### config.mk
export PLATFORM = sky130hd
export DESIGN_NAME = prog_clock_divider_flat
export DESIGN_NICKNAME = d
export VERILOG_FILES = /design/src/rtl/prog_clock_divider_if.sv /design/src/rtl/prog_clock_divider.sv /design/src/flat_wrapper.sv
export SDC_FILE = /design/constraint.sdc
export NUM_CORES = 1
export LEC_CHECK = 0
export ABC_CLOCK_PERIOD_IN_PS = 5700
export CORE_UTILIZATION = 25
export DETAILED_ROUTE_END_ITERATION = 6
export GPL_ROUTABILITY_DRIVEN = 0
export GPL_TIMING_DRIVEN = 0
export PLACE_DENSITY = 0.49
export SETUP_SLACK_MARGIN = 0.4
export SYNTH_ARGS = -nofsm -noshare
export SYNTH_HDL_FRONTEND = slang
export SYNTH_SLANG_ARGS = --single-unit
### constraint.sdc
create_clock -name clk_in -period 5.7 [get_ports clk_in]
set_clock_uncertainty 0.05 [all_clocks]
set_input_delay 1.71 -clock clk_in [delete_from_list [all_inputs] [get_ports clk_in]]
set_output_delay 1.71 -clock clk_in [all_outputs]
set_load 0.01 [all_outputs]
### src/rtl/prog_clock_divider_if.sv
// prog_clock_divider_if: configuration handshake bundle for prog_clock_divider.
// master = side that offers a new divisor/high time, slave = the divider.
interface prog_clock_divider_if #(
  parameter int CNT_W = 16
) ();
  logic             cfg_valid;
  logic             cfg_ready;
  logic [CNT_W-1:0] cfg_div;
  logic [CNT_W-1:0] cfg_high;
  logic             cfg_err;

  modport master (
    output cfg_valid,
    output cfg_div,
    output cfg_high,
    input  cfg_ready,
    input  cfg_err
  );

  modport slave (
    input  cfg_valid,
    input  cfg_div,
    input  cfg_high,
    output cfg_ready,
    output cfg_err
  );
endinterface

### src/rtl/prog_clock_divider.sv
// prog_clock_divider: runtime-programmable integer clock divider with
// programmable high time. clk_out is registered; rise/fall strobes are
// provided for logic running on clk_in. New settings arrive over a
// valid/ready handshake and only take effect at a period boundary, and a
// disable request always lets the current period finish.
//
// Optional build macro: PROG_CLOCK_DIVIDER_SYNC_EN adds i_sync_in, whose
// rising edge (registered, one cycle of latency) forces a period restart
// so the output can be phase-aligned to an external reference.
module prog_clock_divider #(
  parameter int CNT_W        = 16,
  parameter int DEFAULT_DIV  = 2,
  parameter int DEFAULT_HIGH = 1
) (
  input  logic                 clk_in,
  input  logic                 reset,
  input  logic                 i_enable,
`ifdef PROG_CLOCK_DIVIDER_SYNC_EN
  input  logic                 i_sync_in,
`endif
  prog_clock_divider_if.slave  cfg,
  output logic                 o_clk_out,
  output logic                 o_rise_tick,
  output logic                 o_fall_tick,
  output logic                 o_busy
);

  typedef enum logic [1:0] {
    ST_IDLE      = 2'd0,
    ST_RUN       = 2'd1,
    ST_STOP_PEND = 2'd2
  } state_t;

  localparam logic [CNT_W-1:0] C_ONE      = CNT_W'(1);
  localparam logic [CNT_W-1:0] C_TWO      = CNT_W'(2);
  localparam logic [CNT_W-1:0] C_DEF_DIV  = CNT_W'(DEFAULT_DIV);
  localparam logic [CNT_W-1:0] C_DEF_HIGH = CNT_W'(DEFAULT_HIGH);

  // Registered state
  state_t           r_state;
  logic [CNT_W-1:0] r_cnt;
  logic             r_clk_out;
  logic             r_rise_tick;
  logic             r_fall_tick;
  logic             r_cfg_err;
  logic             r_cfg_ready;   // low exactly while the pending slot is occupied
  logic [CNT_W-1:0] r_act_div;
  logic [CNT_W-1:0] r_act_high;
  logic [CNT_W-1:0] r_pend_div;
  logic [CNT_W-1:0] r_pend_high;

  // Next-state values
  state_t           w_state_next;
  logic [CNT_W-1:0] w_cnt_next;
  logic             w_clk_next;
  logic             w_rise_next;
  logic             w_fall_next;
  logic             w_apply;       // this edge is a point where a pending config may land
  logic             w_cfg_err_next;
  logic             w_cfg_ready_next;
  logic [CNT_W-1:0] w_act_div_next;
  logic [CNT_W-1:0] w_act_high_next;
  logic [CNT_W-1:0] w_pend_div_next;
  logic [CNT_W-1:0] w_pend_high_next;

  logic             w_boundary;
  logic [CNT_W-1:0] w_cnt_inc;
  logic             w_cfg_ok;

  assign w_boundary = (r_cnt == (r_act_div - C_ONE));
  assign w_cnt_inc  = r_cnt + C_ONE;
  assign w_cfg_ok   = (cfg.cfg_div >= C_TWO) && (cfg.cfg_high != '0) &&
                      (cfg.cfg_high < cfg.cfg_div);

`ifdef PROG_CLOCK_DIVIDER_SYNC_EN
  logic r_sync_prev;
  logic r_sync_edge;

  // Registered rising-edge detector on the external sync reference
  always_ff @(posedge clk_in or posedge reset) begin
    if (reset) begin
      r_sync_prev <= 1'b0;
      r_sync_edge <= 1'b0;
    end else begin
      r_sync_prev <= i_sync_in;
      r_sync_edge <= i_sync_in & ~r_sync_prev;
    end
  end
`endif

  // FSM next-state and waveform generation
  always_comb begin
    w_state_next = r_state;
    w_cnt_next   = r_cnt;
    w_clk_next   = r_clk_out;
    w_rise_next  = 1'b0;
    w_fall_next  = 1'b0;
    w_apply      = 1'b0;
    unique case (r_state)
      ST_IDLE: begin
        // Idle: a pending config lands on the very next edge.
        w_apply = 1'b1;
        if (i_enable) begin
          w_state_next = ST_RUN;
          w_cnt_next   = '0;
          w_clk_next   = 1'b1;
          w_rise_next  = 1'b1;
        end
      end
      ST_RUN, ST_STOP_PEND: begin
`ifdef PROG_CLOCK_DIVIDER_SYNC_EN
        // Sync restart: new period from this edge, stop request (if any) stays armed.
        if (r_sync_edge) begin
          w_apply      = 1'b1;
          w_cnt_next   = '0;
          w_clk_next   = 1'b1;
          w_rise_next  = 1'b1;
          w_state_next = i_enable ? ST_RUN : ST_STOP_PEND;
        end else
`endif
        if (w_boundary) begin
          // Period complete. Enable sampled here decides between another
          // period and stopping; stopping never starts a new period.
          w_apply    = 1'b1;
          w_cnt_next = '0;
          if (i_enable) begin
            w_state_next = ST_RUN;
            w_clk_next   = 1'b1;
            w_rise_next  = 1'b1;
          end else begin
            w_state_next = ST_IDLE;
            w_clk_next   = 1'b0;
          end
        end else begin
          w_cnt_next   = w_cnt_inc;
          w_state_next = i_enable ? ST_RUN : ST_STOP_PEND;
          if (w_cnt_inc == r_act_high) begin
            w_clk_next  = 1'b0;
            w_fall_next = 1'b1;
          end
        end
      end
      default: begin
        w_state_next = ST_IDLE;
        w_cnt_next   = '0;
        w_clk_next   = 1'b0;
      end
    endcase
  end

  // Config handshake: accept into the pending slot, apply at boundaries.
  always_comb begin
    w_cfg_err_next   = 1'b0;
    w_cfg_ready_next = r_cfg_ready;
    w_act_div_next   = r_act_div;
    w_act_high_next  = r_act_high;
    w_pend_div_next  = r_pend_div;
    w_pend_high_next = r_pend_high;
    if (w_apply && !r_cfg_ready) begin
      w_act_div_next   = r_pend_div;
      w_act_high_next  = r_pend_high;
      w_cfg_ready_next = 1'b1;
    end else if (cfg.cfg_valid && r_cfg_ready) begin
      if (w_cfg_ok) begin
        w_pend_div_next  = cfg.cfg_div;
        w_pend_high_next = cfg.cfg_high;
        w_cfg_ready_next = 1'b0;
      end else begin
        w_cfg_err_next = 1'b1;
      end
    end
  end

  // State register with asynchronous reset
  always_ff @(posedge clk_in or posedge reset) begin
    if (reset) begin
      r_state     <= ST_IDLE;
      r_cnt       <= '0;
      r_clk_out   <= 1'b0;
      r_rise_tick <= 1'b0;
      r_fall_tick <= 1'b0;
      r_cfg_err   <= 1'b0;
      r_cfg_ready <= 1'b1;
      r_act_div   <= C_DEF_DIV;
      r_act_high  <= C_DEF_HIGH;
      r_pend_div  <= '0;
      r_pend_high <= '0;
    end else begin
      r_state     <= w_state_next;
      r_cnt       <= w_cnt_next;
      r_clk_out   <= w_clk_next;
      r_rise_tick <= w_rise_next;
      r_fall_tick <= w_fall_next;
      r_cfg_err   <= w_cfg_err_next;
      r_cfg_ready <= w_cfg_ready_next;
      r_act_div   <= w_act_div_next;
      r_act_high  <= w_act_high_next;
      r_pend_div  <= w_pend_div_next;
      r_pend_high <= w_pend_high_next;
    end
  end

  assign o_clk_out     = r_clk_out;
  assign o_rise_tick   = r_rise_tick;
  assign o_fall_tick   = r_fall_tick;
  assign o_busy        = (r_state != ST_IDLE);
  assign cfg.cfg_ready = r_cfg_ready;
  assign cfg.cfg_err   = r_cfg_err;

endmodule

### src/flat_wrapper.sv
// flat-port wrapper written by rule: the top's interface ports become plain ports
module prog_clock_divider_flat 
#(
  parameter int CNT_W        = 16,
  parameter int DEFAULT_DIV  = 2,
  parameter int DEFAULT_HIGH = 1
)
  (clk_in, reset, i_enable, o_clk_out, o_rise_tick, o_fall_tick, o_busy, cfg_cfg_valid, cfg_cfg_div, cfg_cfg_high, cfg_cfg_ready, cfg_cfg_err);
  prog_clock_divider_if #(.CNT_W(CNT_W)) cfg_i ();
  input  logic clk_in;
  input  logic reset;
  input  logic i_enable;
  output logic o_clk_out;
  output logic o_rise_tick;
  output logic o_fall_tick;
  output logic o_busy;
  input wire logic [$bits(cfg_i.cfg_valid)-1:0] cfg_cfg_valid;
  input wire logic [$bits(cfg_i.cfg_div)-1:0] cfg_cfg_div;
  input wire logic [$bits(cfg_i.cfg_high)-1:0] cfg_cfg_high;
  output wire logic [$bits(cfg_i.cfg_ready)-1:0] cfg_cfg_ready;
  output wire logic [$bits(cfg_i.cfg_err)-1:0] cfg_cfg_err;
  assign cfg_i.cfg_valid = cfg_cfg_valid;
  assign cfg_i.cfg_div = cfg_cfg_div;
  assign cfg_i.cfg_high = cfg_cfg_high;
  assign cfg_cfg_ready = cfg_i.cfg_ready;
  assign cfg_cfg_err = cfg_i.cfg_err;
  prog_clock_divider #(.CNT_W(CNT_W), .DEFAULT_DIV(DEFAULT_DIV), .DEFAULT_HIGH(DEFAULT_HIGH)) u_core (.clk_in(clk_in), .reset(reset), .i_enable(i_enable), .cfg(cfg_i), .o_clk_out(o_clk_out), .o_rise_tick(o_rise_tick), .o_fall_tick(o_fall_tick), .o_busy(o_busy));
endmodule
==> run metrics, run 1 <==
outcome=complete, no violations; Via-to-Cell Ratio=4.87; async set-reset flop share out of synthesis=between 90% and 100%; most used flip-flop cell after synthesis=dfrtp_1; remaining antenna violation count=0; required time of the critical path=5870 ps; reported max-cap violation count=0; Synth Warn #=0; Num CTS Buffers=9; synth-to-layout area growth=20.0%; post-synthesis share of cell area spent on full adders, half adders and majority gates=4.52%; Synth Area in Simple Gates=15.3%; DRC errors left=0; max-slew violation count=0; GRT Total Usage=13.4%; Syn Nets=544; average wire length per cell after detail routing=17.0 um; Filler Cell Count=approximately 2,100; Final setup violation count=0; portion of synthesized cell area occupied by the leading cell type=approximately 40%; XOR/XNOR Fraction of Synth Area=6.16%; leading cell type in the layout, fill and taps excluded=dfrtp_1; startpoint kind of the worst setup timing path=primary input; Post-Place Setup Slack=477 ps; Longest Clk Path Bufs=2; cell with the largest stage delay on the worst path=a211oi_1; critical path buffer and inverter count=3; average cell area after synthesis=10.8 sq um; CTS H-tree depth=3; Setup Crit Path Kind=primary input to flip-flop; share of total power in sequential cells=38.4%; Worst VDD drop=around 0.00018 V; longest individual stage delay on the worst path=750 ps; CTS Root Buffer Type=clkbuf_16; Netlist Area Pre-Place=5260 sq um; WHS Path Cells=1; EDFF count, synth=0; sequential share of the synthesized area=between 40% and 50%; largest cells by area after synthesis=dfrtp_1 40%, mux2_4 8.3%, mux2_2 7.1%; vias in the first global route=4,012; Initial DRT Pass Iterations=4; GRT met3 Usage=between 2 and 3%; Die Height=147 um; Lkg Pwr=0.00263 uW; grt met1 use=19.0%; row count=52; number of antenna violations at the first check in global routing=0; Worst slew margin=between 40% and 50%; depth of the most critical reg-to-reg path=10; Clock Sinks=87; Worst-path clk slew=70 ps; share of the cycle needed by the critical path after routing=84.8%; drt total wl=~14 mm; Iter 0 DRT Violations=232; proportion of layout cells with a drive suffix above 1=18.3%; data arrival time of the critical path=5010 ps; maximum number of pins on one net before global-route repair=between 70 and 80; met2 usage=approximately a fifth; Placeable Area=20,400 sq um; Worst Tran Pin Value=~840 ps; reported net switching power=1100 uW; logic depth of the worst path, buffers included=10; PwrDens=roughly 480 nW/um^2; CTS Hold Buffers Added=0; Final Hold Viols=0; maximum fanout along the worst path=10; maximum frequency from static timing analysis=207 MHz; Combinational Power Share=43.0%; Sw Ratio=36.8%; busiest metal layer after global routing=met2; GRT Residual Overflow=0; final critical delay including setup and external delays=4830 ps; Resized cells post-CTS=0; latest clock arrival within the worst-skew pair=~340 ps; nets@finish=597; horizontal die dimension=147 um; setup_tns=0 ps; worst setup margin=869 ps; RSZ-0062 raised after global routing=false; number of library cell types mapped by synthesis=62; Detail Placement HPWL=10.8 mm; top-level port count=42; clock network fraction of design power=18.5%; die area=21,600 sq um; Seq cells post-synth=87; critical path capture point type=flip-flop; dominant combinational cell family by area after synthesis=multiplexers; postcts setup bufs=0; proportion of synthesized area in mux cells=16.0%; highest-count cells in the layout ignoring fill and taps=84 x dfrtp_1, 41 x clkdlybuf4s50_1, 33 x mux2_2; Initial Utilization=25.8%; worst min path class=flip-flop to flip-flop; cell class contributing the biggest share of worst-path delay=compound AO/OA/AOI/OAI gates; antenna cell count=0; Int Power=1900 uW; first-pass GRT wire length=between 20 and 25 mm; post-synthesis instance total=just under 500; clock tree from TritonCTS=built; post-synthesis cell type with the largest combined area=dfrtp_1; compound-cell area share of the yosys netlist=11.9%; ordered cell list for the critical path=clkdlybuf4s50_1 -> inv_1 -> ha_1 -> a21o_1 -> a21o_1 -> a211oi_1 -> o21ai_0 -> a211oi_1 -> clkbuf_1 -> mux2_2; total vias in the final route=3,976; count of buffers from port buffering=41
## cell usage after synthesis (5+ instances only)
cell type / instances
nand3_1: 15
inv_1: 31
nor4_1: 16
nor2_1: 22
xnor2_1: 22
a211oi_1: 6
dfrtp_1: 84
mux2_4: 29
nand2_1: 17
xor2_1: 15
clkbuf_1: 13
a22o_1: 9
buf_2: 5
buf_6: 5
a21oi_1: 12
a21o_1: 7
nor3_1: 16
nand2b_1: 8
mux2_2: 33
o21ai_1: 7
nor2b_1: 8
ha_1: 19
nand4_1: 12
o21ai_0: 11
## final timing paths
kind,from,to,slack (ps)
worst max-delay path,cfg_cfg_div[1],u_core.r_pend_div[5],870
worst min-delay path,u_core.r_pend_div[8],u_core.r_act_div[8],450
worst max register to register,u_core.r_act_div[0],u_core.r_cnt[2],2130
worst min register to register,u_core.r_pend_div[8],u_core.r_act_div[8],450
max in group asynchronous,reset,u_core.r_act_div[1],3340
min in group asynchronous,reset,u_core.r_pend_high[5],1590
## sequential cells by signal (all words and copies together), names as in the netlist
| register | count |
|---|---|
| u_core.cfg.cfg_err | 1 |
| u_core.cfg.cfg_ready | 1 |
| u_core.o_clk_out | 1 |
| u_core.o_fall_tick | 1 |
| u_core.o_rise_tick | 1 |
| u_core.r_act_div | 16 |
| u_core.r_act_high | 16 |
| u_core.r_cnt | 16 |
| u_core.r_pend_div | 16 |
| u_core.r_pend_high | 16 |
| u_core.r_state | 2 |
## per-layer routing
metal | up-vias | wire (um)
li1 | 1916 | -
met1 | 1921 | 6560
met2 | 127 | 6380
met3 | 12 | 825
met4 | 0 | 161
met5 | - | 0
## power groups by stage
stage | Combinational, uW | Clock, uW | Sequential, uW
6_report | 1290 | 556 | 1150
5_1_grt | 1410 | 605 | 1190
4_1_cts | 1300 | 574 | 1150
3_5_place_dp | 1300 | 0 | 1170
3_3_place_gp | 1260 | 0 | 1160
2_1_floorplan | 1040 | 0 | 1050
## worst reg2reg max path: cells and delay by family, from the launching register on
family,cells,cell delay (ps)
adder cells (fa/ha/maj),1,190
AND/OR/NAND/NOR,3,1130
AO/OA/AOI/OAI,4,1290
flip-flops,1,460
buffers and inverters,2,310
## kinds of logic (layout without fill, tap and decap cells)
family	count (synthesis)	after routing
and+or+nand+nor	141	141
DFF	87	87
AOI/OAI and AO/OA	86	86
muxes	65	65
buffers and inverters	54	112
xor gates and xnor gates	37	37
adders and majority gates	19	19
## stage by stage
| step | hold slack [ps] | instance area [sq um] | power [uW] | std cells | util (%) |
|---|---|---|---|---|---|
| after floorplan | 404 | 5260 | 2090 | 489 | - |
| after global placement | 426 | 6010 | 2420 | 800 | 29.4 |
| after detailed placement | 436 | 6040 | 2460 | 801 | 29.6 |
| after CTS | 453 | 6310 | 3030 | 817 | 30.9 |
| after global routing | 478 | 6310 | 3210 | 817 | 30.9 |
| final | 447 | 6310 | 3000 | 817 | 30.9 |
## final cells by class
| class | count | area, sq um | share of cell area (%) |
|---|---|---|---|
| flip-flops and latches | 87 | 2180 | 34.5 |
| clock inverters | 6 | 43.8 | 0.694 |
| clock buffers | 10 | 229 | 3.63 |
| multi-input cells | 348 | 2840 | 44.9 |
| repair buffers | 42 | 438 | 6.94 |
| plain buffers | 23 | 130 | 2.06 |
| inverters | 31 | 119 | 1.88 |
| well taps | 270 | 338 | 5.35 |
Note: power is estimated with default switching activity, not from simulation.
==> inputs of run 2 (changes only) <==
--- a/config.mk
+++ b/config.mk
@@ -5,12 +5,12 @@
 export SDC_FILE = /design/constraint.sdc
 export NUM_CORES = 1
 export LEC_CHECK = 0
-export ABC_CLOCK_PERIOD_IN_PS = 5700
+export ABC_CLOCK_PERIOD_IN_PS = 4050
 export CORE_UTILIZATION = 25
 export DETAILED_ROUTE_END_ITERATION = 6
 export GPL_ROUTABILITY_DRIVEN = 0
 export GPL_TIMING_DRIVEN = 0
-export PLACE_DENSITY = 0.49
+export PLACE_DENSITY = 0.5
 export SETUP_SLACK_MARGIN = 0.4
 export SYNTH_ARGS = -nofsm -noshare
 export SYNTH_HDL_FRONTEND = slang
==> constraint.sdc (replaced) <==
create_clock -name clk_in -period 4.05 [get_ports clk_in]
set_clock_uncertainty 0.05 [all_clocks]
set_input_delay 1.215 -clock clk_in [delete_from_list [all_inputs] [get_ports clk_in]]
set_output_delay 1.215 -clock clk_in [all_outputs]
set_load 0.01 [all_outputs]
==> run metrics, run 2 (same netlist as run 1, synthesis figures left out) <==
Placeable Area=approximately 20,000 sq um; reported max-cap violation count=0; Filler Cell Count=2,143; critical path capture point type=flip-flop; Final Hold Viols=0; antenna cell count=0; CTS H-tree depth=3; Sw Ratio=a little under two fifths; vias in the first global route=4,046; Int Power=approximately 2700 uW; reported net switching power=between 1500 and 2000 uW; proportion of layout cells with a drive suffix above 1=20.1%; number of cells in the design after placement=801; GRT Total Usage=between 10% and 20%; PwrDens=675 nW/um^2; Worst VDD drop=0.000259 V; first-pass GRT wire length=22.5 mm; horizontal die dimension=147 um; clock network fraction of design power=a little under a fifth; Die Height=roughly 150 um; Final Core Density=31.3%; synth-to-layout area growth=21.5%; Initial Utilization=between 20% and 30%; share of total power in sequential cells=37.5%; Setup Crit Path Kind=primary input to flip-flop; required time of the critical path=~4200 ps; maximum frequency from static timing analysis=approximately 280 MHz; Worst slew margin=56.2%; CTS Root Buffer Type=clkbuf_16; Longest Clk Path Bufs=2; Finished Layout Cells=823; placed inst area=just over 6000 sq um; startpoint kind of the worst setup timing path=primary input; worst min path class=flip-flop to flip-flop; clock tree from TritonCTS=built; design area=6400 sq um; grt met1 use=18.6%; latest clock arrival within the worst-skew pair=about 350 ps; Worst Tran Pin Value=650 ps; longest individual stage delay on the worst path=570 ps; outcome=complete, no violations; Worst-path clk slew=70 ps; number of antenna violations at the first check in global routing=0; busiest metal layer after global routing=met2; row count=52; maximum fanout along the worst path=10; Iter 0 DRT Violations=364; max-slew violation count=0; count of buffers from port buffering=41; Final setup violation count=0; nets@finish=603; remaining antenna violation count=0; Initial DRT Pass Iterations=4; most numerous cell on the critical path=a21o_1; GRT Residual Overflow=0; highest-count cells in the layout ignoring fill and taps=84 x dfrtp_1, 41 x clkdlybuf4s50_1, 33 x mux2_2; drt total wl=~14 mm; hold slack=453 ps; total power draw=4320 uW; final critical delay including setup and external delays=roughly 3500 ps; Lkg Pwr=between 0.002 and 0.003 uW; maximum number of pins on one net before global-route repair=72; top-level port count=42; die area=21,600 sq um; data arrival time of the critical path=3720 ps; cell with the largest stage delay on the worst path=clkdlybuf4s50_1; ordered cell list for the critical path=clkdlybuf4s50_1 -> inv_1 -> ha_1 -> a21o_1 -> a21o_1 -> a21oi_1 -> o2111ai_1 -> a211oi_2 -> buf_4 -> clkbuf_4 -> mux2_2; total vias in the final route=4,039; Clock Sinks=87; Combinational Power Share=43.4%; CTS Hold Buffers Added=0; Detail Placement HPWL=10.8 mm; RSZ-0062 raised after global routing=true; leading cell type in the layout, fill and taps excluded=dfrtp_1; DRC errors left=0; share of the cycle needed by the critical path after routing=87.3%; met2 usage=20.9%; Num CTS Buffers=9; Via-to-Cell Ratio=4.91; average wire length per cell after detail routing=17.0 um; GRT met3 Usage=3.20%
## run 2: metrics by stage
step / setup slack [ps] / setup TNS [ps]
finish: 515 / 0
global route: 387 / 0
CTS: 417 / 0
detailed placement: -574 / -15320
global placement: -880 / -88550
floorplan: 457 / 0
## run 2: path summary, 6_finish.rpt
check / from / cells after the start / to / slack, ps
worst min register to register: u_core.r_pend_div[15] / 1 / u_core.r_act_div[15] / 450
max in group asynchronous: reset / 3 / u_core.cfg.cfg_ready / 2190
worst max-delay path: cfg_cfg_div[9] / 11 / u_core.r_pend_high[10] / 520
min in group asynchronous: reset / 2 / u_core.cfg.cfg_err / 1100
worst max register to register: u_core.r_act_div[0] / 11 / u_core.r_cnt[2] / 630
worst min-delay path: u_core.r_pend_div[15] / 1 / u_core.r_act_div[15] / 450
## run 2: worst max-delay path, delay by kind of cell
family                   cells  cell delay [ps]
multiplexers                 1              350
adder cells (fa/ha/maj)      1              290
AO/OA/AOI/OAI                5              850
buffers and inverters        4             1020
## run 2: repair_timing
item,CTS,global route
resized for setup,5,7
gates cloned,0,0
setup endpoints to repair,33,39
setup buffers,2,4
pin swaps,1,1
## run 2: per-layer routing
layer  wire (um)  vias to the layer above
met5           0                        -
met4         209                        0
li1            -                     1927
met2        6410                      114
met1        6570                     1980
met3         783                       18
## run 2: power by group through the flow
stage	clock (uW)	combinational (uW)	sequential (uW)
final	829	1870	1620
after global routing	891	2040	1670
after CTS	854	1840	1620
after detailed placement	0	1820	1640
after global placement	0	1770	1620
after floorplan	0	1460	1480
## run 2: layout make-up
cell class	instances	area [sq um]	share of cell area (%)
clock buffer	9	225	3.52
sequential	87	2180	34.1
inverter	31	119	1.86
multi-input combinational	348	2840	44.4
clock inverter	7	68.8	1.08
tap	270	338	5.28
buffer	23	141	2.21
timing repair buffer	48	483	7.55
